**src/rtl/monitor_event_scheduler_pkg.sv**
```systemverilog
//------------------------------------------------------------------------------
// Module   : monitor_pkg
// Purpose  : Shared types and helpers for the monitor event scheduler slice.
// Revision : 1.0 - initial release
//------------------------------------------------------------------------------
`default_nettype none

package monitor_pkg;

  localparam int DROP_W     = 16;
  localparam int EVT_CH_W   = 4;
  localparam int EVT_DATA_W = 8;
  localparam int EVT_TS_W   = 16;

  // Index width for a channel count; never collapses to zero bits.
  function automatic int ch_w(input int n);
    return (n > 1) ? $clog2(n) : 1;
  endfunction

  // Event record as seen by a trace sink built for the default widths.
  typedef struct packed {
    logic [EVT_CH_W-1:0]   ch;
    logic [EVT_DATA_W-1:0] data;
    logic [EVT_TS_W-1:0]   ts;
  } mon_evt_t;

endpackage

`default_nettype wire

```
**src/rtl/monitor_event_scheduler_if.sv**
```systemverilog
//------------------------------------------------------------------------------
// Module   : monitor_event_scheduler_if
// Purpose  : Probe-tap inputs plus the valid/ready event log port.
// Revision : 1.0 - initial release
//------------------------------------------------------------------------------
`default_nettype none

interface monitor_event_scheduler_if #(
  parameter int NUM_CH = 4,
  parameter int DATA_W = 8,
  parameter int TS_W   = 16
);
  localparam int CH_W = monitor_pkg::ch_w(NUM_CH);

  logic                     mon_en;
  logic [NUM_CH-1:0]        ch_en;
  logic [NUM_CH*DATA_W-1:0] ch_data;
  logic                     log_valid;
  logic                     log_ready;
  logic [CH_W-1:0]          log_ch;
  logic [DATA_W-1:0]        log_data;
  logic [TS_W-1:0]          log_ts;

  // The scheduler is the log master; the trace sink is the slave.
  modport master (
    input  mon_en, ch_en, ch_data, log_ready,
    output log_valid, log_ch, log_data, log_ts
  );

  modport slave (
    output mon_en, ch_en, ch_data, log_ready,
    input  log_valid, log_ch, log_data, log_ts
  );

endinterface

`default_nettype wire

```
**src/rtl/monitor_event_scheduler_rr_arbiter.sv**
```systemverilog
//------------------------------------------------------------------------------
// Module   : mon_rr_arbiter
// Purpose  : Round-robin arbiter; owns the search pointer, moves it past a grant.
// Revision : 1.0 - initial release
//------------------------------------------------------------------------------
`default_nettype none

module mon_rr_arbiter
  import monitor_pkg::*;
#(
  parameter int NUM_CH = 4,
  localparam int IDX_W = ch_w(NUM_CH)
) (
  input  logic              clk,
  input  logic              rst_n,
  input  logic [NUM_CH-1:0] req_i,
  input  logic              advance_i,
  output logic [NUM_CH-1:0] gnt_o,
  output logic [IDX_W-1:0]  gnt_idx_o
);

  logic [IDX_W-1:0] ptr_q, ptr_d;

  always_comb begin : search
    int  idx;
    logic found;
    gnt_o     = '0;
    gnt_idx_o = '0;
    found     = 1'b0;
    idx       = 0;
    for (int i = 0; i < NUM_CH; i++) begin
      idx = int'(ptr_q) + i;
      if (idx >= NUM_CH) idx = idx - NUM_CH;
      if (!found && req_i[idx]) begin
        found      = 1'b1;
        gnt_o[idx] = 1'b1;
        gnt_idx_o  = IDX_W'(idx);
      end
    end
  end

  always_comb begin
    ptr_d = ptr_q;
    if (advance_i) begin
      if (int'(gnt_idx_o) == NUM_CH - 1) ptr_d = '0;
      else                               ptr_d = gnt_idx_o + IDX_W'(1);
    end
  end

  always_ff @(posedge clk or negedge rst_n) begin
    if (!rst_n) ptr_q <= '0;
    else        ptr_q <= ptr_d;
  end

endmodule

`default_nettype wire

```
**src/rtl/monitor_event_scheduler.sv**
```systemverilog
//------------------------------------------------------------------------------
// Module   : monitor_event_scheduler
// Purpose  : Timestamps value changes on enabled channels onto one log port.
//            Define MON_DROP_CNT_EN to add the saturating drop_cnt output.
// Revision : 1.0 - initial release
//------------------------------------------------------------------------------
`default_nettype none

module monitor_event_scheduler
  import monitor_pkg::*;
#(
  parameter int NUM_CH = 4,
  parameter int DATA_W = 8,
  parameter int TS_W   = 16
) (
  input  logic                       clk,
  input  logic                       rst_n,
  monitor_event_scheduler_if.master  log_if
`ifdef MON_DROP_CNT_EN
  ,
  output logic [DROP_W-1:0]          drop_cnt
`endif
);

  localparam int CH_W = ch_w(NUM_CH);

  logic [TS_W-1:0]   tstamp_q;
  logic [NUM_CH-1:0] act, act_q, trig, req, gnt, pend_q, pend_d;
  logic [DATA_W-1:0] ch_val      [NUM_CH];
  logic [DATA_W-1:0] prev_q      [NUM_CH];
  logic [DATA_W-1:0] slot_data_q [NUM_CH];
  logic [TS_W-1:0]   slot_ts_q   [NUM_CH];
  logic [CH_W-1:0]   gnt_idx;
  logic              grant;

  logic              out_valid_q;
  logic [CH_W-1:0]   out_ch_q;
  logic [DATA_W-1:0] out_data_q;
  logic [TS_W-1:0]   out_ts_q;

  // A channel that was inactive last edge fires once on activation.
  for (genvar k = 0; k < NUM_CH; k++) begin : g_ch
    assign ch_val[k] = log_if.ch_data[k*DATA_W +: DATA_W];
    assign act[k]    = log_if.mon_en & log_if.ch_en[k];
    assign trig[k]   = act[k] & ((ch_val[k] != prev_q[k]) | ~act_q[k]);
  end

  // Pending slots of channels disabled this edge are discarded, never granted.
  assign req   = pend_q & act;
  assign grant = (~out_valid_q | log_if.log_ready) & (|req);

  mon_rr_arbiter #(
    .NUM_CH    (NUM_CH)
  ) u_arb (
    .clk       (clk),
    .rst_n     (rst_n),
    .req_i     (req),
    .advance_i (grant),
    .gnt_o     (gnt),
    .gnt_idx_o (gnt_idx)
  );

  always_comb begin
    pend_d = pend_q;
    for (int k = 0; k < NUM_CH; k++) begin
      if (!act[k])                pend_d[k] = 1'b0;
      else if (trig[k])           pend_d[k] = 1'b1;
      else if (grant && gnt[k])   pend_d[k] = 1'b0;
    end
  end

  always_ff @(posedge clk or negedge rst_n) begin
    if (!rst_n) begin
      tstamp_q <= '0;
      act_q    <= '0;
      pend_q   <= '0;
      for (int k = 0; k < NUM_CH; k++) begin
        prev_q[k]      <= '0;
        slot_data_q[k] <= '0;
        slot_ts_q[k]   <= '0;
      end
    end else begin
      tstamp_q <= tstamp_q + TS_W'(1);
      act_q    <= act;
      pend_q   <= pend_d;
      for (int k = 0; k < NUM_CH; k++) begin
        prev_q[k] <= ch_val[k];
        if (trig[k]) begin
          slot_data_q[k] <= ch_val[k];
          slot_ts_q[k]   <= tstamp_q;
        end
      end
    end
  end

  // Grant reads the slot before this edge's capture overwrites it.
  always_ff @(posedge clk or negedge rst_n) begin
    if (!rst_n) begin
      out_valid_q <= 1'b0;
      out_ch_q    <= '0;
      out_data_q  <= '0;
      out_ts_q    <= '0;
    end else if (grant) begin
      out_valid_q <= 1'b1;
      out_ch_q    <= gnt_idx;
      out_data_q  <= slot_data_q[gnt_idx];
      out_ts_q    <= slot_ts_q[gnt_idx];
    end else if (log_if.log_ready) begin
      out_valid_q <= 1'b0;
    end
  end

  assign log_if.log_valid = out_valid_q;
  assign log_if.log_ch    = out_ch_q;
  assign log_if.log_data  = out_data_q;
  assign log_if.log_ts    = out_ts_q;

`ifdef MON_DROP_CNT_EN
  logic [NUM_CH-1:0] drop;
  logic [DROP_W-1:0] drop_cnt_q, drop_cnt_d;

  assign drop = trig & pend_q & ~(gnt & {NUM_CH{grant}});

  always_comb begin : drop_sum
    logic [DROP_W:0] sum;
    sum = {1'b0, drop_cnt_q};
    for (int k = 0; k < NUM_CH; k++) sum = sum + (DROP_W+1)'(drop[k]);
    drop_cnt_d = sum[DROP_W] ? '1 : sum[DROP_W-1:0];
  end

  always_ff @(posedge clk or negedge rst_n) begin
    if (!rst_n) drop_cnt_q <= '0;
    else        drop_cnt_q <= drop_cnt_d;
  end

  assign drop_cnt = drop_cnt_q;
`endif

endmodule

`default_nettype wire

```
**src/flat_wrapper.sv**
```systemverilog
// flat-port wrapper written by rule: the top's interface ports become plain ports
module monitor_event_scheduler_flat import monitor_pkg::*;
#(
  parameter int NUM_CH = 4,
  parameter int DATA_W = 8,
  parameter int TS_W   = 16
)
  (clk, rst_n, log_if_mon_en, log_if_ch_en, log_if_ch_data, log_if_log_ready, log_if_log_valid, log_if_log_ch, log_if_log_data, log_if_log_ts);
  monitor_event_scheduler_if #(.NUM_CH(NUM_CH), .DATA_W(DATA_W), .TS_W(TS_W)) log_if_i ();
  input  logic clk;
  input  logic rst_n;
  input wire logic [$bits(log_if_i.mon_en)-1:0] log_if_mon_en;
  input wire logic [$bits(log_if_i.ch_en)-1:0] log_if_ch_en;
  input wire logic [$bits(log_if_i.ch_data)-1:0] log_if_ch_data;
  input wire logic [$bits(log_if_i.log_ready)-1:0] log_if_log_ready;
  output wire logic [$bits(log_if_i.log_valid)-1:0] log_if_log_valid;
  output wire logic [$bits(log_if_i.log_ch)-1:0] log_if_log_ch;
  output wire logic [$bits(log_if_i.log_data)-1:0] log_if_log_data;
  output wire logic [$bits(log_if_i.log_ts)-1:0] log_if_log_ts;
  assign log_if_i.mon_en = log_if_mon_en;
  assign log_if_i.ch_en = log_if_ch_en;
  assign log_if_i.ch_data = log_if_ch_data;
  assign log_if_i.log_ready = log_if_log_ready;
  assign log_if_log_valid = log_if_i.log_valid;
  assign log_if_log_ch = log_if_i.log_ch;
  assign log_if_log_data = log_if_i.log_data;
  assign log_if_log_ts = log_if_i.log_ts;
  monitor_event_scheduler #(.NUM_CH(NUM_CH), .DATA_W(DATA_W), .TS_W(TS_W)) u_core (.clk(clk), .rst_n(rst_n), .log_if(log_if_i));
endmodule
```
**config.mk**
```make
export PLATFORM = sky130hd
export DESIGN_NAME = monitor_event_scheduler_flat
export DESIGN_NICKNAME = d
export VERILOG_FILES = /design/src/rtl/monitor_event_scheduler_pkg.sv /design/src/rtl/monitor_event_scheduler_if.sv /design/src/rtl/monitor_event_scheduler_rr_arbiter.sv /design/src/rtl/monitor_event_scheduler.sv /design/src/flat_wrapper.sv
export SDC_FILE = /design/constraint.sdc
export NUM_CORES = 1
export LEC_CHECK = 0
export CAP_MARGIN = 10
export CORE_MARGIN = 2
export CORE_UTILIZATION = 45
export CTS_BUF_LIST = sky130_fd_sc_hd__clkbuf_2 sky130_fd_sc_hd__clkbuf_4 sky130_fd_sc_hd__clkbuf_8
export DETAILED_ROUTE_END_ITERATION = 8
export GPL_TIMING_DRIVEN = 0
export SLEW_MARGIN = 20
export SYNTH_ARGS = -nofsm -noshare
export SYNTH_HDL_FRONTEND = slang
export SYNTH_SLANG_ARGS = --single-unit
```
**constraint.sdc**
```tcl
create_clock -name clk -period 3.5 [get_ports clk]
set_clock_uncertainty 0.2 [all_clocks]
set_input_delay 0.7 -clock clk [delete_from_list [all_inputs] [get_ports clk]]
set_output_delay 0.7 -clock clk [all_outputs]
set_load 0.005 [all_outputs]
```
==> results_tabular.tex <==
\begin{tabular}{lr}
\hline
Metric & Value \\
\hline
\multicolumn{2}{l}{\textbf{STA}} \\
Max-slew violation count & 0 \\
Final Critical Period & 3.38 ns \\
Max transition margin & 0.284 \\
Timing-limited maximum frequency & 296 MHz \\
RSZ-0062 raised after global routing & true \\
Share of the clock period used by the worst path after layout & 0.966 \\
Final hold slack & 0.00463 ns \\
Slew @ Worst Pin & 1.07 ns \\
Number of hold-slack violations in the final timing report & 0 \\
Setup violations, final & 0 \\
PnR worst setup slack & 0.118 ns \\
\multicolumn{2}{l}{\textbf{Placed design}} \\
Detail Placement HPWL & 13600 um \\
Global placement routability congestion & $\sim$0.84 \\
Port Buffers & 66 \\
Pre-CTS worst setup slack & -0.330 ns \\
\multicolumn{2}{l}{\textbf{Job}} \\
Max-capacitance violation count & 0 \\
\multicolumn{2}{l}{\textbf{Floorplanning}} \\
Starting density of the core & 0.456 \\
IO Pins & 67 \\
DIE WIDTH & approximately 140 um \\
Core area & 0.0179 mm\^{}2 \\
Rows & between 40 and 50 \\
Die height & 139 um \\
Full die area & 0.0192 mm\^{}2 \\
\multicolumn{2}{l}{\textbf{Setup path}} \\
Crit end category & flop \\
Cells along the critical path & buf\_6 > buf\_4 > inv\_1 > ha\_1 > buf\_2 > mux4\_2 > o311ai\_4 > nor2\_2 > ha\_1 > mux2\_2 \\
Worst setup path startpoint & u\_core.u\_arb.ptr\_q[0] \\
Destination of the worst register-to-register timing path & u\_core.u\_arb.ptr\_q[1] \\
Origin of the critical flop-to-flop path & u\_core.u\_arb.ptr\_q[0] \\
Path type of the worst setup path & flop to flop \\
Cells on worst reg2reg path & 10 \\
FF-to-FF setup slack & 0.12 ns \\
Crit path buffers/inverters & 4 \\
Critical Path Most Common Cell & sky130\_fd\_sc\_hd\_\_ha\_1 \\
Largest stage delay on the critical path & approximately 0.62 ns \\
Worst-path maximum fanout & 10 \\
Master of the slowest instance on the critical path & sky130\_fd\_sc\_hd\_\_mux4\_2 \\
Crit path depth & 10 \\
Capturing element of the worst setup path & u\_core.u\_arb.ptr\_q[1] \\
Type of origin of the critical path & flop \\
Required time at the endpoint of the critical path & 3.64 ns \\
Cell family contributing the most delay on the critical path & multiplexers \\
Crit path DAT & 3.52 ns \\
\multicolumn{2}{l}{\textbf{Logic synthesis}} \\
Ys Warns & 0 \\
Post-synthesis register bit count & 181 \\
Commonest register cell after synthesis & sky130\_fd\_sc\_hd\_\_dfrtp\_1 \\
Post-synthesis instance area & 0.00816 mm\^{}2 \\
Instance count of the mapped netlist & 626 \\
Net count after synthesis & 676 \\
Biggest area consumer among synthesized cells & sky130\_fd\_sc\_hd\_\_dfrtp\_1 \\
Share of flip-flops with an asynchronous set or reset & 1.00 \\
Top area cells in the synthesized netlist & sky130\_fd\_sc\_hd\_\_dfrtp\_1 (55\%), sky130\_fd\_sc\_hd\_\_mux2\_2 (13\%), sky130\_fd\_sc\_hd\_\_mux2i\_1 (6.4\%) \\
Yosys top cell area share & 0.555 \\
Post-synth cell types & 48 \\
Sequential area share after synthesis & 0.555 \\
Number of enable-type register cells in the synthesized netlist & 0 \\
Average cell area after synthesis & 13.0 um\^{}2 \\
\multicolumn{2}{l}{\textbf{Clock tree}} \\
Post-cts hold buffer count & 0 \\
Maximum count of clock buffers along a single path & 2 \\
Level count of the clock H-tree & 4 \\
Clock sink count & between 150 and 200 \\
Clk Latency, worst-skew pair & 0.45 ns \\
Number of clock buffers inserted by TritonCTS & 17 \\
Clock tree root buffer cell & sky130\_fd\_sc\_hd\_\_clkbuf\_8 \\
Post-CTS clock slew at the launch and capture registers of the worst setup and hold paths & $\sim$0.090 ns \\
TritonCTS clock tree & done \\
\multicolumn{2}{l}{\textbf{Drt}} \\
DRC marker count from the first detailed-route iteration & between 200 and 300 \\
Detailed-route via count & 5345 \\
DRC violations left & 0 \\
Average wire length per cell after detail routing & 19.9 um \\
Post-detailed-route via-to-cell ratio & $\sim$5.6 \\
Number of detailed-route iterations in the first pass & 4 \\
Final wirelength & 19100 um \\
ANT nets after route & 0 \\
\multicolumn{2}{l}{\textbf{Pwr}} \\
Total power per unit cell area & 618 mW/mm\^{}2 \\
Sequential Power Share & 0.424 \\
Net Sw Frac & 0.325 \\
Internal Pwr Total & 4030 uW \\
Power dissipated by switching net loads & around 1900 uW \\
Clock network fraction of design power & 0.247 \\
Logic gate share of total power & 0.329 \\
Peak ir drop on the vdd network & 370 uV \\
Leakage dissipation & roughly 0.0041 uW \\
\multicolumn{2}{l}{\textbf{Cells and area}} \\
Final \#Nets & 767 \\
Share of post-route cells with drive strength above 1 & 0.240 \\
Layout Area Growth over Synthesis & 18.2\% \\
Utilization after layout & 0.539 \\
Antenna diode instance count & 0 \\
\multicolumn{2}{l}{\textbf{Worst hold path}} \\
Class of the tightest hold or removal check & input port to asynchronous set/reset pin \\
\multicolumn{2}{l}{\textbf{GRT}} \\
First-pass GRT wire length & a little over 30000 um \\
Remaining global-route overflow & 0 \\
Total routing usage reported by global routing & 0.208 \\
Maximum number of pins on one net before global-route repair & between 100 and 150 \\
Number of antenna violations at the first check in global routing & 0 \\
Via count of the first global-routing pass & between 5000 and 6000 \\
\multicolumn{2}{l}{\textbf{Outcome}} \\
Status & completed \\
\hline
\end{tabular}
-- power groups by stage --
stage / Sequential, uW / Combinational [uW] / Clock, uW
after floorplan: 2520 / 1130 / 0
after global placement: 2560 / 1850 / 0
after detailed placement: 2570 / 1880 / 0
after CTS: 2530 / 1940 / 1510
after global routing: 2560 / 2130 / 1600
final: 2530 / 1960 / 1470
-- cell families after synthesis --
kind of cell,synth area share
flops,0.555
mux,0.198
xor+xnor,0.0494
simple gates,0.0524
fa+ha+maj,0.0153
compound gates,0.100
buf+inv,0.0300
-- Yosys cell counts, types with 10 or more instances --
library cell and count:
sky130_fd_sc_hd__mux2i_1 52, sky130_fd_sc_hd__a31oi_1 29, sky130_fd_sc_hd__nand3_1 19, sky130_fd_sc_hd__ha_1 10
sky130_fd_sc_hd__nand2_1 26, sky130_fd_sc_hd__dfrtp_1 181, sky130_fd_sc_hd__mux2_2 95, sky130_fd_sc_hd__xor2_1 19
sky130_fd_sc_hd__buf_2 17, sky130_fd_sc_hd__a22o_1 25, sky130_fd_sc_hd__o21ai_0 34, sky130_fd_sc_hd__xnor2_1 27
-- timing repair --
item / in CTS / in global routing
endpoints found under the setup margin: 16 / 26
pin swaps: 1 / 2
buffers inserted: 4 / 1
resized for setup: 5 / 11
-- per-layer routing --
metal	GRT usage	part of all wire
met4	0.0670	0.018
met2	0.342	0.50
met3	0.0407	0.034
met5	0	0
met1	0.280	0.45
-- how the worst min path moves through the flow --
stage / cells after the start / slack, ns / end / start
5_1_grt: 1 / 0.04 / u_core.slot_data_q[21] / rst_n
3_5_place_dp: 2 / 0.27 / u_core.slot_ts_q[48] / u_core.slot_ts_q[48]
4_1_cts: 1 / 0.02 / u_core.prev_q[20] / rst_n
6_report: 1 / 0.005 / u_core.prev_q[20] / rst_n
2_1_floorplan: 0 / 0.20 / u_core.act_q[0] / rst_n
3_3_place_gp: 2 / 0.26 / u_core.slot_ts_q[32] / u_core.slot_ts_q[32]
-- final cells by class --
| type | count | area [um^2] |
|---|---|---|
| clock inverter | 9 | 118 |
| tap | 229 | 287 |
| inverter | 8 | 30.0 |
| buffer | 37 | 243 |
| timing repair buffer | 72 | 731 |
| clock buffer | 22 | 297 |
| sequential | 181 | 4530 |
| fill | 1530 | 8260 |
| multi-input combinational | 400 | 3410 |
-- state kept, by name (all words and copies together) (netlist names), 4 cells and up --
register                flops
u_core.log_if.log_ts       16
u_core.prev_q              32
u_core.log_if.log_data      8
u_core.tstamp_q            16
u_core.act_q                4
u_core.slot_data_q         32
u_core.pend_q               4
u_core.slot_ts_q           64
-- stage by stage --
stage | cell area, um^2 | setup TNS, ns | std cells | power, uW
2_1_floorplan | 8160 | 0 | 626 | 3650
3_3_place_gp | 9110 | -1023.36 | 921 | 4410
3_5_place_dp | 9140 | -14.26 | 922 | 4450
4_1_cts | 9600 | 0 | 957 | 5980
5_1_grt | 9650 | -0.0341 | 958 | 6290
6_report | 9650 | 0 | 958 | 5960
-- layout by cell type (no fill, tap or decap), types with 4 or more instances in the layout --
master	Yosys	final
sky130_fd_sc_hd__a211o_1	5	5
sky130_fd_sc_hd__xnor2_1	27	27
sky130_fd_sc_hd__clkbuf_1	8	8
sky130_fd_sc_hd__buf_6	4	8
sky130_fd_sc_hd__dfrtp_1	181	180
sky130_fd_sc_hd__and2_1	6	6
sky130_fd_sc_hd__nor4_1	4	4
sky130_fd_sc_hd__mux2i_1	52	50
sky130_fd_sc_hd__clkbuf_8	0	21
sky130_fd_sc_hd__ha_1	10	10
sky130_fd_sc_hd__nand3_1	19	19
sky130_fd_sc_hd__o21ai_0	34	34
sky130_fd_sc_hd__inv_1	8	8
sky130_fd_sc_hd__xor2_1	19	19
sky130_fd_sc_hd__nor2_1	5	4
sky130_fd_sc_hd__nor3_1	4	4
sky130_fd_sc_hd__buf_4	6	11
sky130_fd_sc_hd__a22o_1	25	25
sky130_fd_sc_hd__clkdlybuf4s50_1	0	65
sky130_fd_sc_hd__nand4_1	7	7
sky130_fd_sc_hd__o21ai_1	4	4
sky130_fd_sc_hd__buf_2	17	12
sky130_fd_sc_hd__a31oi_1	29	28
sky130_fd_sc_hd__mux2_2	95	95
sky130_fd_sc_hd__nand2_1	26	26
Power figures use the tool's default switching activity.
